**src/rtl/cp0_pkg.sv**
```systemverilog
// cp0_pkg: shared constants for the CP0 interrupt/exception block.
//   CP0 register indices, Status/Cause bit positions, ExcCode values.
package cp0_pkg;

  localparam logic [4:0] REG_COUNT   = 5'd9;
  localparam logic [4:0] REG_COMPARE = 5'd11;
  localparam logic [4:0] REG_STATUS  = 5'd12;
  localparam logic [4:0] REG_CAUSE   = 5'd13;
  localparam logic [4:0] REG_EPC     = 5'd14;

  // Status bit positions
  localparam int ST_IE    = 0;
  localparam int ST_EXL   = 1;
  localparam int ST_IM_LO = 8;
  localparam int ST_IM_HI = 15;

  // Cause bit positions
  localparam int CA_EXC_LO = 2;
  localparam int CA_EXC_HI = 6;
  localparam int CA_IP_LO  = 8;
  localparam int CA_IP_HI  = 15;

  // ExcCode values
  localparam logic [4:0] EXC_INT     = 5'd0;
  localparam logic [4:0] EXC_SYSCALL = 5'd8;
  localparam logic [4:0] EXC_BREAK   = 5'd9;
  localparam logic [4:0] EXC_TEQ     = 5'd13;

endpackage

```
**src/rtl/cp0_timer.sv**
```systemverilog
// cp0_timer: Count/Compare timer for CP0.
//   Count increments every clock (wrapping), or loads wdata on wr_count.
//   A match is only recognised on a value reached by incrementing, so a
//   load or reset that happens to equal Compare does not raise pending.
// Ports:
//   clk, rst_n        clock, async active-low reset
//   wr_count          load Count from wdata this cycle
//   wr_compare        load Compare from wdata this cycle, clears pending
//   wdata[31:0]       write data
//   count[31:0]       Count register
//   compare[31:0]     Compare register
//   pending           timer interrupt pending (Cause.IP7)
module cp0_timer (
  input  logic        clk,
  input  logic        rst_n,
  input  logic        wr_count,
  input  logic        wr_compare,
  input  logic [31:0] wdata,
  output logic [31:0] count,
  output logic [31:0] compare,
  output logic        pending
);

  logic [31:0] count_inc;
  logic [31:0] compare_nxt;
  logic        hit_q;

  assign count_inc   = count + 32'd1;
  assign compare_nxt = wr_compare ? wdata : compare;

  // hit_q marks "Count just incremented onto Compare"; pending follows one
  // edge later.
  always_ff @(posedge clk or negedge rst_n) begin
    if (!rst_n) begin
      count   <= '0;
      compare <= '0;
      hit_q   <= 1'b0;
      pending <= 1'b0;
    end else begin
      count <= wr_count ? wdata : count_inc;
      if (wr_compare)
        compare <= wdata;
      hit_q <= ~wr_count & (count_inc == compare_nxt);
      if (wr_compare)
        pending <= 1'b0;
      else if (hit_q)
        pending <= 1'b1;
    end
  end

endmodule

```
**src/rtl/cp0_intc.sv**
```systemverilog
// cp0_intc: MIPS-style coprocessor 0 with external interrupts, Count/Compare
//   timer, Status IE/EXL/IM masking and fixed event priority
//   (exception > interrupt > eret > mtc0).
// Ports:
//   clk, rst_n          clock, async active-low reset
//   mfc0/mtc0/eret      current instruction decode
//   exception, cause    synchronous exception and its ExcCode
//   inst_bound          instruction retires; interrupt may be taken
//   pc                  PC saved into EPC on exception/interrupt
//   rd, wdata           CP0 register index and MTC0 data
//   irq                 async external interrupt levels
//   rdata               MFC0 read data (0 when not mfc0)
//   status, epc         Status and EPC registers
//   exc_addr            redirect target: EPC on eret, else vector
//   intr_req            interrupt request
//   int_taken           interrupt entered this cycle
module cp0_intc
  import cp0_pkg::*;
#(
  parameter int          NUM_IRQ     = 5,
  parameter int          SYNC_STAGES = 2,
  parameter logic [31:0] EXC_VECTOR  = 32'h0040_0004,
  parameter bit          TIMER_EN    = 1'b1
) (
  input  logic               clk,
  input  logic               rst_n,
  input  logic               mfc0,
  input  logic               mtc0,
  input  logic               eret,
  input  logic               exception,
  input  logic [4:0]         cause,
  input  logic               inst_bound,
  input  logic [31:0]        pc,
  input  logic [4:0]         rd,
  input  logic [31:0]        wdata,
  input  logic [NUM_IRQ-1:0] irq,
  output logic [31:0]        rdata,
  output logic [31:0]        status,
  output logic [31:0]        epc,
  output logic [31:0]        exc_addr,
  output logic               intr_req,
  output logic               int_taken
);

  logic [NUM_IRQ-1:0] sync_q [SYNC_STAGES];
  logic [NUM_IRQ-1:0] irq_s;
  logic               ie, exl;
  logic [7:0]         im;
  logic [4:0]         exc_code;
  logic [1:0]         ip_sw;
  logic [7:0]         ip;
  logic [31:0]        cause_val;
  logic [31:0]        count, compare;
  logic               timer_pending;
  logic               do_mtc0;
  logic               wr_count, wr_compare;

  // irq synchronisers
  always_ff @(posedge clk or negedge rst_n) begin
    if (!rst_n) begin
      for (int i = 0; i < SYNC_STAGES; i++)
        sync_q[i] <= '0;
    end else begin
      sync_q[0] <= irq;
      for (int i = 1; i < SYNC_STAGES; i++)
        sync_q[i] <= sync_q[i-1];
    end
  end

  assign irq_s = sync_q[SYNC_STAGES-1];

  // IP is live: software bits, synchronised lines, timer pending.
  always_comb begin
    ip              = '0;
    ip[1:0]         = ip_sw;
    ip[2 +: NUM_IRQ] = irq_s;
    ip[7]           = timer_pending;
  end

  assign intr_req  = ie & ~exl & (|(ip & im));
  assign int_taken = intr_req & inst_bound & ~exception;

  // mtc0 only lands when nothing of higher priority happens this cycle.
  assign do_mtc0    = mtc0 & ~exception & ~int_taken & ~eret;
  assign wr_count   = do_mtc0 & (rd == REG_COUNT);
  assign wr_compare = do_mtc0 & (rd == REG_COMPARE);

  always_ff @(posedge clk or negedge rst_n) begin
    if (!rst_n) begin
      ie       <= 1'b0;
      exl      <= 1'b0;
      im       <= '0;
      exc_code <= '0;
      ip_sw    <= '0;
      epc      <= '0;
    end else if (exception) begin
      epc      <= pc;
      exc_code <= cause;
      exl      <= 1'b1;
    end else if (int_taken) begin
      epc      <= pc;
      exc_code <= EXC_INT;
      exl      <= 1'b1;
    end else if (eret) begin
      exl <= 1'b0;
    end else if (do_mtc0) begin
      case (rd)
        REG_STATUS: begin
          ie  <= wdata[ST_IE];
          exl <= wdata[ST_EXL];
          im  <= wdata[ST_IM_HI:ST_IM_LO];
        end
        REG_CAUSE: ip_sw <= wdata[CA_IP_LO+1:CA_IP_LO];
        REG_EPC:   epc   <= wdata;
        default: ;
      endcase
    end
  end

  generate
    if (TIMER_EN) begin : g_timer
      cp0_timer u_timer (
        .clk        (clk),
        .rst_n      (rst_n),
        .wr_count   (wr_count),
        .wr_compare (wr_compare),
        .wdata      (wdata),
        .count      (count),
        .compare    (compare),
        .pending    (timer_pending)
      );
    end else begin : g_no_timer
      assign count         = '0;
      assign compare       = '0;
      assign timer_pending = 1'b0;
    end
  endgenerate

  always_comb begin
    status                    = '0;
    status[ST_IE]             = ie;
    status[ST_EXL]            = exl;
    status[ST_IM_HI:ST_IM_LO] = im;
  end

  always_comb begin
    cause_val                      = '0;
    cause_val[CA_EXC_HI:CA_EXC_LO] = exc_code;
    cause_val[CA_IP_HI:CA_IP_LO]   = ip;
  end

  always_comb begin
    rdata = '0;
    if (mfc0) begin
      case (rd)
        REG_COUNT:   rdata = count;
        REG_COMPARE: rdata = compare;
        REG_STATUS:  rdata = status;
        REG_CAUSE:   rdata = cause_val;
        REG_EPC:     rdata = epc;
        default:     rdata = '0;
      endcase
    end
  end

  assign exc_addr = eret ? epc : EXC_VECTOR;

endmodule

```
**config.mk**
```make
export PLATFORM = sky130hd
export DESIGN_NAME = cp0_intc
export DESIGN_NICKNAME = d
export VERILOG_FILES = /design/src/rtl/cp0_pkg.sv /design/src/rtl/cp0_timer.sv /design/src/rtl/cp0_intc.sv
export SDC_FILE = /design/constraint.sdc
export NUM_CORES = 1
export LEC_CHECK = 0
export CELL_PAD_IN_SITES_DETAIL_PLACEMENT = 0
export CELL_PAD_IN_SITES_GLOBAL_PLACEMENT = 1
export CORE_ASPECT_RATIO = 2
export CORE_UTILIZATION = 30
export CTS_BUF_LIST = sky130_fd_sc_hd__clkbuf_16
export DETAILED_ROUTE_END_ITERATION = 6
export GPL_TIMING_DRIVEN = 0
export MAX_ROUTING_LAYER = met4
export PLACE_DENSITY = 0.77
export REMOVE_ABC_BUFFERS = 1
export SLEW_MARGIN = 25
export SYNTH_ARGS = -nofsm -noshare
export SYNTH_HDL_FRONTEND = slang
export SYNTH_HIERARCHICAL = 1
export SYNTH_SLANG_ARGS = --single-unit
```
**constraint.sdc**
```tcl
create_clock -name clk -period 3.45 [get_ports clk]
set_input_delay 0.345 -clock clk [delete_from_list [all_inputs] [get_ports clk]]
set_output_delay 0.345 -clock clk [all_outputs]
set_load 0.01 [all_outputs]
```
==> run summary <==
Vias after detailed routing = 6678
Share of the clock period used by the worst path = 105.1%
Post-synth top flop = sky130_fd_sc_hd__dfrtp_1
Worst hold margin = 0.3459 ns
Input/output buffers = 193
RSZ-0062 raised after global routing = yes
Die extent in x = 115.3 um
Floorplan die height = 228.6 um
Initial antenna violation count = 0
Crit end category = register
Leakage power total = 0.004530 uW
Worst reg2reg endpoint = g_timer.u_timer/hit_q
Count of unresolved DRC violations after routing = 0
Worst clock skew on the final layout = 0.01027 ns
Number of global-route vias before repair = 6906
Number of nets at the end of the flow = 1044
HPWL after detailed placement = 19910 um
Worst path cell trace = a22o_1 -> a221oi_4 -> a211oi_4 -> and3b_4 -> buf_6 -> buf_8 -> buf_4 -> mux2_4 -> xor2_2 -> xnor2_2 -> a211oi_2 -> or4bb_4 -> nor4_4
Avg Inst Size Synth = 10.07 sq um
WP data required = 3.77 ns
Global Route met3 Usage = 3.129%
Remaining antenna violation count after routing = 0
Met1 track demand over resource in global routing = 21.02%
Net switching fraction of the power = 30.97%
Placed Area = 9887 sq um
Slack of the worst reg-to-reg path = -0.17 ns
Via/cell ratio = 5.117
Clock transition time at the flip-flop clock pins of the worst setup and hold paths = 0.06 ns
Buffer type at the clock tree root = sky130_fd_sc_hd__clkbuf_16
Master of the slowest instance on the critical path = sky130_fd_sc_hd__or4bb_4
Pre-antenna DRT Iters = 6
Actual transition at the worst max-transition pin = 0.7256 ns
Startpoint of the most critical register-to-register path = im[2]
I/O pins = 216
Worst setup path class = reg2reg
Share of power burned in registers = 39.0%
Core region area = 25140 sq um
Number of placed instances with taps included = 1247
Cell count after synthesis = 765
Syn. warnings = 6
Hold Fails Final Rpt = 0
Internal power contribution = 3504 uW
Launch point of the worst hold path = sync_q[7]
Critical Path Source Type = register
Inserted Diodes = 0
Filler instances = 2395
Status = finished, violations left
Peak supply drop = 0.2766 mV
Design Area, Final = 10890 sq um
Worst Hold Depth = 0
CP peak stage delay = 0.51 ns
P_sw = 1572 uW
Final period demand of the worst path = 3.625 ns
Num Clock Sinks = 125
Relative slew margins = 51.62%
Largest net degree at the start of global routing = 75
Initial Util = 30.65%
TritonCTS clock tree = yes
Hold Path Sink = irq_s[2]
Maximum net fanout on the critical path = 6
Most utilized layer in the global route result = met2
Seq cells post-synth = 125
First-pass GRT wire length = 40670 um
Sequential share of the synthesized area = 40.60%
Path type of the worst min-delay path = reg2reg
Grt ovf = 0
Share of power burned in the clock network = 38.0%
Total of max-cap violations = 0
Area delta synth->final = 41.37%
Inserted Clock Buffers = 17
Later-pin clock latency in the skew report = 0.44 ns
CTS H-tree lvls = 4
Pins Over Slew Limit = 0
Share of final-layout standard cells stronger than drive strength 1 = 16.10%
Final setup vio count = 1
Timing-limited maximum frequency = 275.9 MHz
Post-DR wirelength/cell = 20.43 um
Total Negative Setup Slacks = -0.1746 ns
Cell variety after synth = 79
Post-Synthesis Cell Area = 7704 sq um
Iteration-0 DRC Markers = 437
Total power = 5077 uW
Async SR Flop Fraction = 100.0%
Detailed-route wire length = 26660 um
Post-synth EDFFs = 0
Total routing usage reported by global routing = 21.52%
Met2 Track Usage GR = 40.23%
Global placer's final weighted congestion = 0.8752
Cell Count, Final, Fillers Out = 1305
Final worst-path setup slack = -0.1746 ns
Area of the die = 26360 sq um
Worst-case clock buffer depth = 2
Std-Cell Rows = 82
Portion of total power attributed to combinational logic = 23.0%
Data arrival, critical path = 3.94 ns
Reg2reg path depth = 13
Cell Pwr Density = 466.1 nW/um^2
Violations in the final reports = setup timing
-- cell type report --
cell class                 count  area (sq um)  area share [%]
inverter                      16         63.81          0.5859
clock inverter                14         202.7           1.861
multi-input combinational    564          4300           39.49
sequential                   125          3128           28.72
timing repair inverter         1         7.507         0.06893
timing repair buffer         232          2342           21.51
tap                          336         420.4           3.860
clock buffer                  17         425.4           3.906
-- metal layers --
metal | part of all wire [%] | wire length [um]
met1 | 35 | 9299
met4 | 3.9 | 1032
met5 | 0 | 0
met2 | 58 | 15470
met3 | 3.2 | 852
-- worst max path at each step --
stage	cells after the start	from	slack (ns)	end
after floorplan	10	rd[4]	-1.58	g_timer.u_timer/hit_q
after global placement	11	rd[4]	-4.94	g_timer.u_timer/hit_q
after detailed placement	12	rd[0]	-1.18	g_timer.u_timer/hit_q
after CTS	13	im[2]	-0.17	g_timer.u_timer/hit_q
after global routing	13	im[2]	-0.26	g_timer.u_timer/hit_q
final	13	im[2]	-0.17	g_timer.u_timer/hit_q
-- layout by cell type, fill, tap and decap left out, types with 23 or more instances in the layout --
| master | instances |
|---|---|
| sky130_fd_sc_hd__and2_1 | 33 |
| sky130_fd_sc_hd__o21ai_0 | 59 |
| sky130_fd_sc_hd__mux2_2 | 36 |
| sky130_fd_sc_hd__nor2_1 | 34 |
| sky130_fd_sc_hd__clkdlybuf4s50_1 | 190 |
| sky130_fd_sc_hd__xnor2_1 | 26 |
| sky130_fd_sc_hd__buf_4 | 27 |
| sky130_fd_sc_hd__nand2_1 | 46 |
| sky130_fd_sc_hd__o21ai_1 | 29 |
| sky130_fd_sc_hd__a222oi_1 | 33 |
| sky130_fd_sc_hd__a21oi_1 | 23 |
| sky130_fd_sc_hd__mux2i_1 | 39 |
| sky130_fd_sc_hd__dfrtp_1 | 125 |
-- power by group through the flow --
| stage | registers (uW) | logic [uW] | clock network [uW] |
|---|---|---|---|
| after global routing | 2020 | 1260 | 2020 |
| after floorplan | 1920 | 610 | 0 |
| after detailed placement | 2000 | 1120 | 0 |
| after global placement | 1990 | 1090 | 0 |
| final | 1980 | 1170 | 1930 |
| after CTS | 1980 | 1150 | 1970 |
-- cell usage after synthesis (3+ instances only) --
cell type	count	area, sq um
sky130_fd_sc_hd__a31oi_1	3	18.77
sky130_fd_sc_hd__nand4_1	17	106.4
sky130_fd_sc_hd__mux2_1	6	67.56
sky130_fd_sc_hd__o21ai_1	29	145.1
sky130_fd_sc_hd__mux2i_1	41	410.4
sky130_fd_sc_hd__nand2_1	47	176.4
sky130_fd_sc_hd__a22oi_1	11	82.58
sky130_fd_sc_hd__nor4_1	5	31.28
sky130_fd_sc_hd__buf_4	30	225.2
sky130_fd_sc_hd__xnor2_1	27	236.5
sky130_fd_sc_hd__nor3_1	7	35.03
sky130_fd_sc_hd__inv_1	16	60.06
sky130_fd_sc_hd__buf_6	10	112.6
sky130_fd_sc_hd__and2_1	33	206.5
sky130_fd_sc_hd__a21oi_1	25	125.1
sky130_fd_sc_hd__nor2_1	34	127.6
sky130_fd_sc_hd__clkbuf_1	33	123.9
sky130_fd_sc_hd__dfrtp_1	125	3128
sky130_fd_sc_hd__mux2_2	38	427.9
sky130_fd_sc_hd__xor2_1	24	210.2
sky130_fd_sc_hd__buf_2	7	35.03
sky130_fd_sc_hd__a222oi_1	33	330.3
sky130_fd_sc_hd__nand3_1	12	60.06
sky130_fd_sc_hd__o21ai_0	59	295.3
sky130_fd_sc_hd__and4_1	8	70.07
sky130_fd_sc_hd__and3_1	8	50.05
sky130_fd_sc_hd__nand2b_1	10	62.56
-- sequential cells by signal, summed over array words and instances (netlist names) --
| register | flops |
|---|---|
| epc | 32 |
| exc_code | 5 |
| exl | 1 |
| g_timer.u_timer/compare | 32 |
| g_timer.u_timer/count | 32 |
| g_timer.u_timer/hit_q | 1 |
| g_timer.u_timer/pending | 1 |
| ie | 1 |
| im | 8 |
| ip_sw | 2 |
| irq_s | 5 |
| sync_q | 5 |
-- kinds of logic after synthesis --
family,count (synthesis),share of synthesized area [%]
compound gates,187,16.37
xor+xnor,56,7.325
fa+ha+maj,1,0.1624
buf+inv,97,7.293
flops,125,40.60
mux,86,11.95
other cells,1,0.04868
simple gates,212,16.24
-- metrics by stage --
stage / util [%] / worst slack, ns
after global routing: 43.33 / -0.2640
after detailed placement: 39.33 / -1.182
after CTS: 42.52 / -0.1743
after floorplan: - / -1.585
final: 43.33 / -0.1746
after global placement: 38.32 / -4.944
-- worst max-delay path, delay by kind of cell, from the launching register on --
family                    cells  cell delay [ns]
DFF                           1             0.38
AOI/OAI and AO/OA             4             0.93
and+or+nand+nor               3             1.16
xor gates and xnor gates      2             0.34
muxes                         1             0.31
buffers and inverters         3             0.38
-- timing repair --
action                     4_1_cts  5_1_grt
setup buffers                    8       17
setup endpoints to repair        1       20
gates resized for setup         18       12
hold buffers                     1        0
hold endpoints to repair        51        0
cloned                           0        1
pin swaps                        7       11
No activity file was read; power rests on OpenSTA's default activity.
